===== src/rtl/mux_n_1_scan.sv =====
// N:1 multiplexer with a registered valid/ready output, manual select and a round-robin scan mode.
// Define MUX_PARITY_EN to add a registered parity output y_par.
module mux_n_1_scan #(
   parameter int unsigned N  = 8,
   parameter int unsigned W  = 1,
   parameter int unsigned SW = 3
) (
   input  logic            clk,
   input  logic            rst,
   input  logic [N*W-1:0]  d,
   input  logic [SW-1:0]   s,
   input  logic            mode,
   input  logic            en,
   output logic [W-1:0]    y,
   output logic [SW-1:0]   y_ch,
   output logic            y_valid,
   input  logic            y_ready,
   output logic            scan_done
`ifdef MUX_PARITY_EN
   ,
   output logic            y_par
`endif
);

   localparam logic [SW-1:0] LastCh = SW'(N - 1);

   logic          load;
   logic [SW-1:0] sel;
   logic [W-1:0]  word;
   logic [SW-1:0] ptr_q, ptr_d;
   logic [W-1:0]  y_q, y_d;
   logic [SW-1:0] ch_q, ch_d;
   logic          valid_q, valid_d;
   logic          done_q, done_d;

   always_comb begin
      load = en & (~valid_q | y_ready);
      // Out-of-range manual selects fall back to the highest channel.
      if (mode) begin
         sel = ptr_q;
      end else if (s > LastCh) begin
         sel = LastCh;
      end else begin
         sel = s;
      end
      word = d[sel*W +: W];
   end

   always_comb begin
      ptr_d   = ptr_q;
      y_d     = y_q;
      ch_d    = ch_q;
      valid_d = valid_q & ~y_ready;
      done_d  = 1'b0;
      // Manual mode parks the pointer so the next sweep starts at channel 0.
      if (!mode) begin
         ptr_d = '0;
      end else if (load) begin
         ptr_d = (ptr_q == LastCh) ? '0 : ptr_q + SW'(1);
      end
      if (load) begin
         y_d     = word;
         ch_d    = sel;
         valid_d = 1'b1;
         done_d  = mode & (ptr_q == LastCh);
      end
   end

   always_ff @(posedge clk or posedge rst) begin
      if (rst) begin
         ptr_q   <= '0;
         y_q     <= '0;
         ch_q    <= '0;
         valid_q <= 1'b0;
         done_q  <= 1'b0;
      end else begin
         ptr_q   <= ptr_d;
         y_q     <= y_d;
         ch_q    <= ch_d;
         valid_q <= valid_d;
         done_q  <= done_d;
      end
   end

   assign y         = y_q;
   assign y_ch      = ch_q;
   assign y_valid   = valid_q;
   assign scan_done = done_q;

`ifdef MUX_PARITY_EN
   logic par_q, par_d;

   always_comb begin
      par_d = load ? ^word : par_q;
   end

   always_ff @(posedge clk or posedge rst) begin
      if (rst) begin
         par_q <= 1'b0;
      end else begin
         par_q <= par_d;
      end
   end

   assign y_par = par_q;
`endif

endmodule


===== config.mk =====
export PLATFORM = sky130hd
export DESIGN_NAME = mux_n_1_scan
export DESIGN_NICKNAME = d
export VERILOG_FILES = /design/src/rtl/mux_n_1_scan.sv
export SDC_FILE = /design/constraint.sdc
export NUM_CORES = 1
export LEC_CHECK = 0
export ABC_AREA = 1
export CAP_MARGIN = 10
export CORE_AREA = 5 5 42 44
export CTS_CLUSTER_DIAMETER = 30
export DETAILED_ROUTE_END_ITERATION = 16
export DIE_AREA = 0 0 47 49
export PLACE_DENSITY = 0.76
export SLEW_MARGIN = 20
export SYNTH_ARGS = -nofsm -noshare
export SYNTH_HDL_FRONTEND = slang
export SYNTH_SLANG_ARGS = --single-unit

===== constraint.sdc =====
create_clock -name clk -period 3.4 [get_ports clk]
set_input_delay 0.68 -clock clk [delete_from_list [all_inputs] [get_ports clk]]
set_output_delay 0.68 -clock clk [all_outputs]
set_load 0.01 [all_outputs]

==> results.cfg <==
[status]
status = finished, final reports clean

[synth]
ys_ff_latch = 9
avgSynthCellArea_um2 = 7.91
syn_area_um2 = 538
yosys.area.top_type_share = 0.419
ys_types = 19
yosysSeqAreaShare = 0.419
synthTopCellsByArea = dfrtp_1 42%, nand3_1 14%, nand2_1 7.7%, inv_1 5.6%, ha_1 4.7%
syn_inst = 68
synth_fp_nets = 86
yosys_warnings = 0
synth_top_cell_by_area = dfrtp_1

[layout]
regArea_um2 = 225
multi_input_area_um2 = 259
fillers = 134
post_route_cells_drive_above_1_share = 0.109
syn_to_final_growth_pct = 45.6
nNetsFinal = 111
antenna_cells = 0

[pwr]
finalPower_uw = 297
powerDensity_nw_per_um2 = 379
p_leak_uw = 0.000365
p_int_uw = 209
power.share.switching = 0.297
power_switching_uw = 88.0
peakVddDrop_uv = 190
pwr-share-comb = 0.282
p_clk_frac = 0.297
p_seq_frac = 0.420

[sta]
clock_skew_ps = 3.55
tns_ps = 0
max_freq_ghz = 0.542
setup_viol = 0
finalCriticalPeriod_ps = 1840
finalCritPeriodShare = 0.542
tightest_slew_ps = 391
relSlewSlack = 0.739
maxSlewViolCount = 0
rsz0062_at_grt = no
hold_violations = 0

[cts]
clk-insertion-delay-late_ps = 270
cts-htree-levels = 1
cts_tree = yes
cts_buffer_depth = 2
cts_setup_buffers = 0
cts_buffers = 3
post_cts_resized = 0
clk_pin_slew_ps = 70
cts.sinks = 9
hold_buffers = 0
clock-root-buffer = clkbuf_4

[grt]
first_global_vias = 499
gr-total-overflow = 0
antenna_found_initial = 0
grt_max_degree = 11
grt_usage = 0.129
grt_pass1_wl_um = 2060

[floorplan]
rows = 14
io-pin-count = 22
core-area_um2 = 1400
die-area_um2 = 2300
die_h_um = 49
initial_core_util = 0.384
fp.dieW_um = 47

[worst_hold_path]
worstHoldStart = y_ch[2]
hp-class = register to register
hold_end = y_ch[2]
worstHoldPathCells = 2

[critical_path]
worstPathRequired_ps = 2720
path_buf_inv = 1
r2r_setup_slack_ps = 2250
critPathSlowestCell = clkdlybuf4s50_1
crit_chain = clkdlybuf4s50_1
reg2regPathDepth = 5
max_stage_delay_ps = 540
worstPathArrival_ps = 1160
cp-start-kind = register
critPathTopFamily = buffers and inverters
worst-path-max-fanout = 2
timing.rr.end = ptr_q[1]
crit-reg2reg-launch = ptr_q[0]
cp_num_cells = 1
worstSetupPathType = register to primary output
endpoint_kind = primary output

[place]
io_buffers = 21
hpwl_um = 1100
place_congestion = 0.910

[drt]
via_count = 547
antenna_left = 0
drt_wl_total_um = 1350
drtIter0Drc = 11
vias_per_cell = 5.06
drc = 0
drt-pass1-iter-count = 4
wl_per_cell_um = 12.5

[flow_run]
drv_cap = 0
[power groups by stage]
stage	combinational [uW]	sequential [uW]	clock [uW]
2_1_floorplan	38.2	130	0
3_3_place_gp	82.8	126	0
3_5_place_dp	84.8	127	0
4_1_cts	84.9	125	88.0
5_1_grt	92.6	127	94.4
6_report	83.8	125	88.1
[layout make-up]
cell class                 instances  area share
sequential                         9       0.288
multi-input combinational         48       0.331
clock buffer                       4      0.0335
timing repair buffer              21       0.268
inverter                          10      0.0543
tap                               16      0.0256
[cell families (layout without fill, tap and decap cells)]
group,count (synthesis),after routing,share of synthesized area
adder cells (fa/ha/maj),2,2,0.0465
buffers and inverters,11,35,0.100
AO/OA/AOI/OAI,10,10,0.112
AND/OR/NAND/NOR,36,36,0.323
flip-flops,9,9,0.419
[per-layer routing]
metal | track usage | share of wire | vias up
met1 | 0.154 | 0.40 | 245
met5 | 0 | 0 | -
met4 | 0.0968 | 0.031 | 0
met3 | 0.0221 | 0.074 | 5
met2 | 0.195 | 0.49 | 19
li1 | - | - | 278
[registers in the layout (all words and copies together) (netlist names)]
name and flops:
y_ch 3, ptr_q 3, y 1, y_valid 1, scan_done 1
[worst max path at each step]
stage / slack [ps] / to / startpoint
detailed placement: 1290 / y / mode
finish: 1560 / y / y
global route: 1480 / y / mode
floorplan: 2030 / y / mode
global placement: 1330 / y / mode
CTS: 1550 / y / y
[synth_stat cells]
library cell,number
a21oi_1,1
a31oi_1,2
buf_6,1
dfrtp_1,9
ha_1,2
inv_1,8
inv_2,1
inv_6,1
nand2_1,11
nand2_2,1
nand3_1,15
nand3b_1,1
nand4_1,1
nor2_1,4
nor2_2,1
nor2_4,1
nor3_1,1
o21ai_0,5
o21ai_2,2
[cell usage in the layout (no fill, tap or decap), drive strengths merged]
cell type / synthesis / routed
nor3: 1 / 1
nand4: 1 / 1
nor2: 6 / 6
o21ai: 7 / 7
ha: 2 / 2
dfrtp: 9 / 9
nand2: 12 / 12
a31oi: 2 / 2
nand3b: 1 / 1
nand3: 15 / 15
clkbuf: 0 / 4
clkdlybuf4s50: 0 / 21
a21oi: 1 / 1
inv: 10 / 10
[through the flow]
| stage | instance area (um^2) | worst slack, ps | std cells | hold slack, ps | util |
|---|---|---|---|---|---|
| global placement | 757 | 1330 | 104 | 462 | 0.540 |
| finish | 783 | 1560 | 108 | 494 | 0.559 |
| floorplan | 538 | 2030 | 68 | 508 | - |
| global route | 783 | 1480 | 108 | 548 | 0.559 |
| detailed placement | 757 | 1290 | 104 | 491 | 0.540 |
| CTS | 783 | 1550 | 108 | 508 | 0.559 |
Note: power is estimated with default switching activity, not from simulation.
